File: config.mk
export PLATFORM = sky130hd
export DESIGN_NAME = udp_key_ctrl
export DESIGN_NICKNAME = d
export VERILOG_FILES = /design/src/rtl/udp_key_ctrl_pkg.sv /design/src/rtl/udp_key_ctrl_key_debounce.sv /design/src/rtl/udp_key_ctrl.sv
export SDC_FILE = /design/constraint.sdc
export NUM_CORES = 1
export LEC_CHECK = 0
export BUFFER_PORTS_ARGS = -buffer_cell sky130_fd_sc_hd__buf_2
export CAP_MARGIN = 20
export CORE_AREA = 2 2 135 170
export DETAILED_ROUTE_END_ITERATION = 12
export DIE_AREA = 0 0 137 172
export RECOVER_POWER = 50
export SYNTH_ARGS = -nofsm -noshare
export SYNTH_HDL_FRONTEND = slang
export SYNTH_SLANG_ARGS = --single-unit
File: constraint.sdc
create_clock -name clk -period 2.8 [get_ports clk]
set_input_delay 0.28 -clock clk [delete_from_list [all_inputs] [get_ports clk]]
set_output_delay 0.28 -clock clk [all_outputs]
set_load 0.01 [all_outputs]
File: src/rtl/udp_key_ctrl_pkg.sv
// Shared constants and helpers for the UDP key/send controller.
package udp_ctrl_pkg;

  // Key channel roles
  localparam int KEY_STREAM = 0;
  localparam int KEY_SINGLE = 1;

  // Width of a counter that must hold values 0 .. n-1 (at least 1 bit)
  function automatic int cnt_width(input int n);
    return (n <= 2) ? 1 : $clog2(n);
  endfunction

endpackage

File: src/rtl/udp_key_ctrl_key_debounce.sv
// One key channel: 2-flop synchroniser, debounce counter, stable level and
// a registered one-cycle press event on each accepted inactive->active change.
module key_debounce
  import udp_ctrl_pkg::*;
#(
  parameter bit KEY_ACTIVE_LOW = 1'b1,
  parameter int DEBOUNCE_CYC   = 1000000
) (
  input  logic clk,
  input  logic rst_n,
  input  logic key_raw,
  output logic key_level,
  output logic key_press
);

  localparam int            CW       = cnt_width(DEBOUNCE_CYC);
  localparam logic [CW-1:0] CNT_MAX  = CW'(DEBOUNCE_CYC - 1);
  // Synchroniser resets to the released level so leaving reset is silent
  localparam logic          IDLE_RAW = KEY_ACTIVE_LOW;

  logic          sync1_reg;
  logic          sync2_reg;
  logic          synced_pressed;
  logic [CW-1:0] cnt_reg;
  logic          stable_reg;
  logic          stable_d_reg;
  logic          press_reg;

  // Bring the asynchronous key into the clock domain
  always_ff @(posedge clk or negedge rst_n) begin
    if (!rst_n) begin
      sync1_reg <= IDLE_RAW;
      sync2_reg <= IDLE_RAW;
    end else begin
      sync1_reg <= key_raw;
      sync2_reg <= sync1_reg;
    end
  end

  // Normalise to 1 = pressed
  assign synced_pressed = KEY_ACTIVE_LOW ? ~sync2_reg : sync2_reg;

  // Accept a new level only after DEBOUNCE_CYC consecutive differing samples
  always_ff @(posedge clk or negedge rst_n) begin
    if (!rst_n) begin
      cnt_reg    <= '0;
      stable_reg <= 1'b0;
    end else if (synced_pressed == stable_reg) begin
      cnt_reg <= '0;
    end else if (cnt_reg == CNT_MAX) begin
      stable_reg <= synced_pressed;
      cnt_reg    <= '0;
    end else begin
      cnt_reg <= cnt_reg + 1'b1;
    end
  end

  // Registered press event on the stable rising edge; releases are ignored
  always_ff @(posedge clk or negedge rst_n) begin
    if (!rst_n) begin
      stable_d_reg <= 1'b0;
      press_reg    <= 1'b0;
    end else begin
      stable_d_reg <= stable_reg;
      press_reg    <= stable_reg & ~stable_d_reg;
    end
  end

  assign key_level = stable_reg;
  assign key_press = press_reg;

endmodule

File: src/rtl/udp_key_ctrl.sv
// Key/send controller for the UDP transmit path: debounced keys with toggle
// states, periodic streaming on key 0, single shot on key 1, and a request
// arbiter that issues frame-start pulses and counts coalesced requests.
module udp_key_ctrl
  import udp_ctrl_pkg::*;
#(
  parameter int NUM_KEYS       = 4,
  parameter bit KEY_ACTIVE_LOW = 1'b1,
  parameter int DEBOUNCE_CYC   = 1000000,
  parameter int PERIOD_CYC     = 50000000,
  parameter int DROP_W         = 8
) (
  input  logic                clk,
  input  logic                rst_n,
  input  logic [NUM_KEYS-1:0] key_in,
  input  logic                tx_busy,
  output logic [NUM_KEYS-1:0] key_level,
  output logic [NUM_KEYS-1:0] key_event,
  output logic [NUM_KEYS-1:0] sw_state,
  output logic [NUM_KEYS-1:0] led,
  output logic                stream_en,
  output logic                tx_start_en,
  output logic [DROP_W-1:0]   drop_cnt
);

  localparam int              PW       = cnt_width(PERIOD_CYC);
  localparam logic [PW-1:0]   PER_MAX  = PW'(PERIOD_CYC - 1);
  localparam logic [DROP_W-1:0] DROP_MAX = '1;

  logic [NUM_KEYS-1:0] sw_state_reg;
  logic [PW-1:0]       period_cnt_reg;
  logic                period_tick;
  logic                pending_reg;
  logic                pending_next;
  logic                tx_start_reg;
  logic                issue;
  logic                set_req;
  logic [DROP_W-1:0]   drop_cnt_reg;
  logic [DROP_W-1:0]   drop_cnt_next;

  // One debouncer per key channel
  generate
    for (genvar gi = 0; gi < NUM_KEYS; gi++) begin : g_key
      key_debounce #(
        .KEY_ACTIVE_LOW (KEY_ACTIVE_LOW),
        .DEBOUNCE_CYC   (DEBOUNCE_CYC)
      ) u_key_debounce (
        .clk       (clk),
        .rst_n     (rst_n),
        .key_raw   (key_in[gi]),
        .key_level (key_level[gi]),
        .key_press (key_event[gi])
      );
    end
  endgenerate

  // Toggle each key's state on the cycle after its press event
  always_ff @(posedge clk or negedge rst_n) begin
    if (!rst_n) begin
      sw_state_reg <= '0;
    end else begin
      sw_state_reg <= sw_state_reg ^ key_event;
    end
  end

  assign sw_state  = sw_state_reg;
  assign led       = sw_state_reg;
  assign stream_en = sw_state_reg[KEY_STREAM];

  // Frame period counter: free-runs while streaming, parked at 0 otherwise
  always_ff @(posedge clk or negedge rst_n) begin
    if (!rst_n) begin
      period_cnt_reg <= '0;
    end else if (!stream_en || period_cnt_reg == PER_MAX) begin
      period_cnt_reg <= '0;
    end else begin
      period_cnt_reg <= period_cnt_reg + 1'b1;
    end
  end

  assign period_tick = stream_en && (period_cnt_reg == PER_MAX);

  // Request arbiter: merge set sources, issue when the transmitter is free,
  // and count requests that land on an already pending one
  always_comb begin
    set_req       = 1'b0;
    issue         = 1'b0;
    pending_next  = pending_reg;
    drop_cnt_next = drop_cnt_reg;

    // Key 0 only requests a frame when it is switching streaming on
    set_req = key_event[KEY_SINGLE]
            | (key_event[KEY_STREAM] & ~sw_state_reg[KEY_STREAM])
            | period_tick;
    // tx_start_reg blocks the cycle after a pulse, covering busy rise latency
    issue   = pending_reg & ~tx_busy & ~tx_start_reg;

    if (issue) begin
      pending_next = set_req;
    end else begin
      pending_next = pending_reg | set_req;
      if (set_req && pending_reg && drop_cnt_reg != DROP_MAX) begin
        drop_cnt_next = drop_cnt_reg + 1'b1;
      end
    end
  end

  // Arbiter state
  always_ff @(posedge clk or negedge rst_n) begin
    if (!rst_n) begin
      pending_reg  <= 1'b0;
      tx_start_reg <= 1'b0;
      drop_cnt_reg <= '0;
    end else begin
      pending_reg  <= pending_next;
      tx_start_reg <= issue;
      drop_cnt_reg <= drop_cnt_next;
    end
  end

  assign tx_start_en = tx_start_reg;
  assign drop_cnt    = drop_cnt_reg;

endmodule

==> impl_metrics.py, run 1 <==
metrics = {
    "outcome": {
        "status": "completed",
    },
    "logic_synthesis": {
        "yosys.area_share.adder_pct": 1.347,
        "yosysMostFrequentCell": "dfrtp_1",
        "yosys.area_share.xor_xnor_pct": 14.55,
        "yosys.area.top_type": "dfrtp_1",
        "synthTopCellsByArea": "dfrtp_1 51%, xor2_1 7.8%, nor2_1 7.3%",
        "synthFlopType": "dfrtp_1",
        "synth.distinct_cells": 40,
        "synth-seq-area-share_pct": 54.05,
        "yosys-top-cells-count": "132 x dfrtp_1, 126 x nor2_1, 58 x xor2_1",
        "synth_top_area_share_pct": 50.82,
        "netlist_instances": 632,
        "synth-edff-count": 0,
        "synth_top_family_by_area": "simple AND/OR/NAND/NOR gates",
        "synth-seq-cells": 140,
        "synth_mux_area_share_pct": 0.7892,
        "ys.warnings.count": 0,
        "synth_compound_area_share_pct": 0.9047,
        "synth-simple-area-share_pct": 24.87,
        "syn_nets": 646,
        "syn_area_per_cell_um2": 10.28,
        "synthesis.area_um2": 6500,
        "async_flop_share_pct": 100.0,
    },
    "power": {
        "total_leakage_power_nw": 3.191,
        "power.density_nw_per_um2": 594.3,
        "ir_drop_uv": 362.9,
        "power.total_mw": 4.481,
    },
    "worst_setup_path": {
        "reg2reg_slack_ns": 0.62,
        "reg2reg_from": "period_cnt_reg[10]",
        "critPathArrivalTime_ns": 2.49,
        "worst-setup-path-type": "flip-flop to flip-flop",
        "worst-path-max-fanout": 8,
        "rr_worst_depth": 5,
        "startpoint": "period_cnt_reg[10]",
        "required_ns": 3.11,
        "end_kind": "flip-flop",
        "reg2reg_to": "drop_cnt[1]",
        "start_kind": "flip-flop",
        "endpoint": "drop_cnt[1]",
    },
    "clock_tree": {
        "cts_buffer_depth": 2,
        "clkLatencyLatePin_ns": 0.42,
        "numCtsBuffers": 17,
        "cts_tree": "done",
        "post_cts_buffers": 0,
        "htree_levels": 4,
        "clkSinkCount": 140,
        "root_buffer": "clkbuf_16",
        "clkTransAtPathRegs_ns": 0.06,
    },
    "floorplanning": {
        "die_w_um": 137,
        "dieArea_um2": 23560,
        "die_h_um": 172,
        "coreArea_um2": 21980,
        "boundaryPins": 33,
        "start_util_pct": 29.57,
        "row_count": 61,
    },
    "detailed_routing": {
        "drc": 0,
        "dr_total_vias": 4448,
        "drt_first_pass_iters": 4,
        "drt_iter0_drc": 244,
        "routed_wl_um": 11860,
        "viasPerCell": 4.629,
        "wl_per_cell_um": 12.34,
        "ant_nets": 0,
    },
    "flow_run": {
        "cap_violations": 0,
    },
    "placed_design": {
        "gp_congestion": 0.7833,
        "io_buffers": 32,
        "dp.cells": 924,
        "pre_cts_ws_ns": 0.6176,
        "post_dp_cell_area_um2": 6908,
        "hpwl_um": 7897,
    },
    "sta": {
        "finalCritPeriodShare_pct": 77.99,
        "skew_ns": 0.006378,
        "slew_viol_final": 0,
        "fin_setup_tns_ns": 0,
        "fin_crit_ns": 2.184,
        "tightest_slew_ns": 1.488,
        "grt_setup_unrepaired": "false",
        "max_freq_mhz": 457.9,
        "finalSetupViolations": 0,
        "fin_hold_ws_ns": 0.03854,
        "max_slew_margin_pct": 0.7700,
        "finalWorstSetupSlack_ns": 0.6163,
        "finalHoldViolations": 0,
    },
    "cells_and_area": {
        "stdcell_area_um2": 7540,
        "utilization_pct": 34.30,
        "final_cells": 961,
        "diodes": 0,
        "final.fill_count": 2240,
        "nets": 679,
        "drive_gt1_share_pct": 10.32,
        "largest_register_ffs": 80,
        "area_growth_pct": 16.00,
    },
    "grt": {
        "grt_pass1_vias": 4451,
        "grt_max_degree": 59,
        "antenna_found_initial": 0,
        "grt_pass1_wl_um": 20840,
        "track_usage_pct": 11.04,
        "grt_overflow": 0,
    },
    "min_path": {
        "worst_hold_path_type": "input port to flip-flop",
    },
}
## per-layer routing
layer / share of wire [%] / wire, um / track usage (%)
met4: 1.6 / 191 / 4.527
met1: 46 / 5414 / 13.13
met2: 49 / 5846 / 18.60
met5: 0 / 0 / 0
met3: 3.4 / 403 / 3.225
## cell type report
class / count / area, um2 / share of cell area (%)
Inverter: 17 / 63.81 / 0.8463
Clock inverter: 13 / 166.4 / 2.207
Clock buffer: 19 / 442.9 / 5.875
Multi-Input combinational cell: 447 / 2760 / 36.61
Timing Repair Buffer: 42 / 239.0 / 3.170
Tap cell: 283 / 354.1 / 4.696
Sequential cell: 140 / 3513 / 46.60
## worst max-delay path, cell delays in order (launching register included)
cell and delay (ns):
dfrtp_1 0.41, or4b_4 0.56, nor4_4 0.34, a311oi_4 0.19
nor2_1 0.22, mux2_2 0.36
## timing repair
action                                  in CTS  in global routing
resized for setup                            0                  0
hold buffers                                 5                  0
endpoints found under the hold margin       56                  0
endpoints found under the setup margin       0                  0
## cells by family after synthesis
logic type               after synthesis
buffers and inverters                 45
AND/OR/NAND/NOR                      320
AO/OA/AOI/OAI                          7
XOR/XNOR                             108
flip-flops                           140
adder cells (fa/ha/maj)                7
multiplexers                           5
## how the worst min path moves through the flow
stage,cells after the start,to,from,slack (ns)
CTS,2,tx_start_en,tx_busy,0.02
detailed placement,1,g_key[3].u_key_debounce.cnt_reg[12],rst_n,0.29
global route,2,tx_start_en,tx_busy,0.03
floorplan,0,drop_cnt[0],rst_n,-0.02
global placement,1,g_key[3].u_key_debounce.cnt_reg[12],rst_n,0.28
finish,2,tx_start_en,tx_busy,0.04
## where the power goes
group | switching [mW] | total (mW) | internal [mW] | leakage [nW]
Clock | 0.885 | 2.31 | 1.43 | 0.278
Sequential | 0.0185 | 2.07 | 2.05 | 1.92
Combinational | 0.0719 | 0.101 | 0.0288 | 0.994
Total | 0.976 | 4.48 | 3.51 | 3.19
## placed cells by master, fill, tap and decap left out, drive strengths merged, types with 3 or more instances in the layout
| master | n |
|---|---|
| o21ai | 3 |
| nor4 | 19 |
| nor3 | 18 |
| nand3 | 47 |
| nand4 | 20 |
| buf | 19 |
| and3 | 17 |
| dfstp | 8 |
| clkbuf | 37 |
| xnor2 | 50 |
| clkinvlp | 6 |
| or3 | 3 |
| nor2 | 126 |
| ha | 7 |
| inv | 19 |
| mux2i | 4 |
| nor4b | 4 |
| bufinv | 3 |
| nor3b | 3 |
| nand2 | 39 |
| or2 | 3 |
| xor2 | 58 |
| dfrtp | 132 |
| and4 | 9 |
| dlygate4sd3 | 5 |
No activity file was read; power rests on OpenSTA's default activity.
==> inputs of run 2 (changes only) <==
Clock period 2.8 ns to 1.8 ns, I/O delays scaled along.
==> impl_metrics.py, run 2 (synthesis gave the netlist of run 1 again) <==
metrics = {
    "sta": {
        "finalHoldViolations": 0,
        "finalSetupViolations": 32,
        "skew_ns": 0.009019,
        "finalWorstSetupSlack_ns": -0.2152,
        "fin_hold_ws_ns": 0.3553,
        "grt_setup_unrepaired": "true",
        "max_freq_mhz": 496.2,
        "slew_viol_final": 0,
        "finalCritPeriodShare_pct": 112.0,
        "fin_crit_ns": 2.015,
        "max_slew_margin_pct": 4.183,
        "tightest_slew_ns": 1.437,
        "fin_setup_tns_ns": -1.852,
    },
    "grt": {
        "grt_util_met1_pct": 14.67,
        "grt_overflow": 0,
        "grt_pass1_wl_um": 22540,
        "met2_usage_pct": 20.29,
        "grt_busiest_layer": "met2",
        "track_usage_pct": 11.97,
        "gr-usage-met3_pct": 2.492,
        "antenna_found_initial": 0,
        "grt_pass1_vias": 4885,
        "grt_max_degree": 55,
    },
    "detailed_routing": {
        "drt_iter0_drc": 247,
        "drt_first_pass_iters": 6,
        "viasPerCell": 4.532,
        "drc": 0,
        "dr_total_vias": 4709,
        "ant_nets": 0,
        "routed_wl_um": 12900,
        "wl_per_cell_um": 12.42,
    },
    "power": {
        "total_leakage_power_nw": 3.868,
        "ir_drop_uv": 649.0,
        "power.density_nw_per_um2": 818.3,
        "power.total_mw": 6.929,
    },
    "worst_setup_path": {
        "start_kind": "flip-flop",
        "crit_chain": "or4b_4 -> nor4_4 -> a311oi_4 -> buf_4 -> nor3b_2 -> xor2_1",
        "critPathArrivalTime_ns": 2.36,
        "worst-path-max-fanout": 7,
        "slowest_stage": "or4b_4",
        "required_ns": 2.15,
        "cpLargestDelayFamily": "simple AND/OR/NAND/NOR gates",
        "critical_path_buf_inv_count": 1,
        "slowest_delay_ns": 0.56,
        "worst-setup-path-type": "flip-flop to flip-flop",
        "end_kind": "flip-flop",
    },
    "floorplanning": {
        "boundaryPins": 33,
        "start_util_pct": 29.57,
        "dieArea_um2": 23560,
        "coreArea_um2": 21980,
        "die_w_um": 137,
        "row_count": 61,
        "die_h_um": 172,
    },
    "placed_design": {
        "dp.cells": 992,
        "io_buffers": 32,
        "hpwl_um": 8582,
        "gp_congestion": 0.7774,
    },
    "clock_tree": {
        "htree_levels": 4,
        "clkSinkCount": 140,
        "clkTransAtPathRegs_ns": 0.06,
        "cts_tree": "done",
        "clkLatencyLatePin_ns": 0.43,
        "cts_buffer_depth": 2,
        "numCtsBuffers": 17,
        "root_buffer": "clkbuf_16",
    },
    "cells_and_area": {
        "diodes": 0,
        "final_common_cell": "dfrtp_1",
        "final_cell_mix": "130 x dfrtp_1, 124 x nor2_1, 70 x buf_4",
        "drive_gt1_share_pct": 26.32,
        "utilization_pct": 38.52,
        "nets": 757,
        "area_growth_pct": 30.26,
        "final_cells": 1039,
        "largest_register_ffs": 80,
    },
    "flow_run": {
        "cap_violations": 0,
    },
    "min_path": {
        "worst_hold_path_type": "flip-flop to flip-flop",
    },
    "outcome": {
        "violations": "negative setup slack",
        "status": "finished with violations",
    },
}
-- run 2: changes by cell type in the layout (fill, tap and decap cells not counted), moves of 5 or more --
cell | previous run | this run
buf_2 | 14 | 30
buf_4 | 4 | 70
clkbuf_1 | 18 | 0
clkinvlp_4 | 6 | 1
nor3_1 | 18 | 12
nor4_1 | 17 | 7
nor4_4 | 2 | 8
-- run 2: path summary, 6_finish.rpt --
check                                                   from                                end  slack [ns]  cells past startpoint
max                                       period_cnt_reg[11]                        drop_cnt[2]       -0.22                      6
min                        g_key[1].u_key_debounce.sync1_reg  g_key[1].u_key_debounce.sync2_reg        0.36                      0
max reg2reg                               period_cnt_reg[11]                        drop_cnt[2]       -0.22                      6
min reg2reg                g_key[1].u_key_debounce.sync1_reg  g_key[1].u_key_debounce.sync2_reg        0.36                      0
max in group asynchronous                              rst_n  g_key[1].u_key_debounce.sync1_reg        0.20                      3
min in group asynchronous                              rst_n  g_key[3].u_key_debounce.key_level        0.62                      2
-- run 2: repair_timing --
action	in CTS	in global routing
endpoints found under the hold margin	49	0
setup buffers	6	2
gates resized for setup	13	29
pin swaps	11	16
hold buffers	6	0
cloned	0	2
setup endpoints to repair	15	91
-- run 2: cell type report --
class / instances / area, um2
Timing Repair Buffer: 120 / 933.4
Sequential cell: 140 / 3516
Fill cell: 2174 / 13510
Inverter: 17 / 63.81
Clock buffer: 17 / 425.4
Clock inverter: 15 / 168.9
Tap cell: 283 / 354.1
Multi-Input combinational cell: 447 / 3005
-- run 2: layer usage --
metal  vias to the layer above  wire (um)
li1                       2338          -
met1                      2305       5965
met2                        53       6405
met3                        13        310
met4                         0        222
met5                         -          0
-- run 2: power breakdown --
| group | total (mW) | switching (mW) | internal (mW) | leakage (nW) |
|---|---|---|---|---|
| Sequential | 3.21 | 0.0237 | 3.18 | 1.92 |
| Combinational | 0.200 | 0.126 | 0.0744 | 1.66 |
| Clock | 3.52 | 1.54 | 1.98 | 0.290 |
| Total | 6.93 | 1.69 | 5.24 | 3.87 |
-- run 2: metrics by stage --
step	setup WS (ns)	cell area, um2
after floorplan	-0.1239	6591
after global placement	-0.1648	7522
after detailed placement	-0.1867	7522
after CTS	-0.1662	8287
after global routing	-0.3099	8467
final	-0.2152	8467
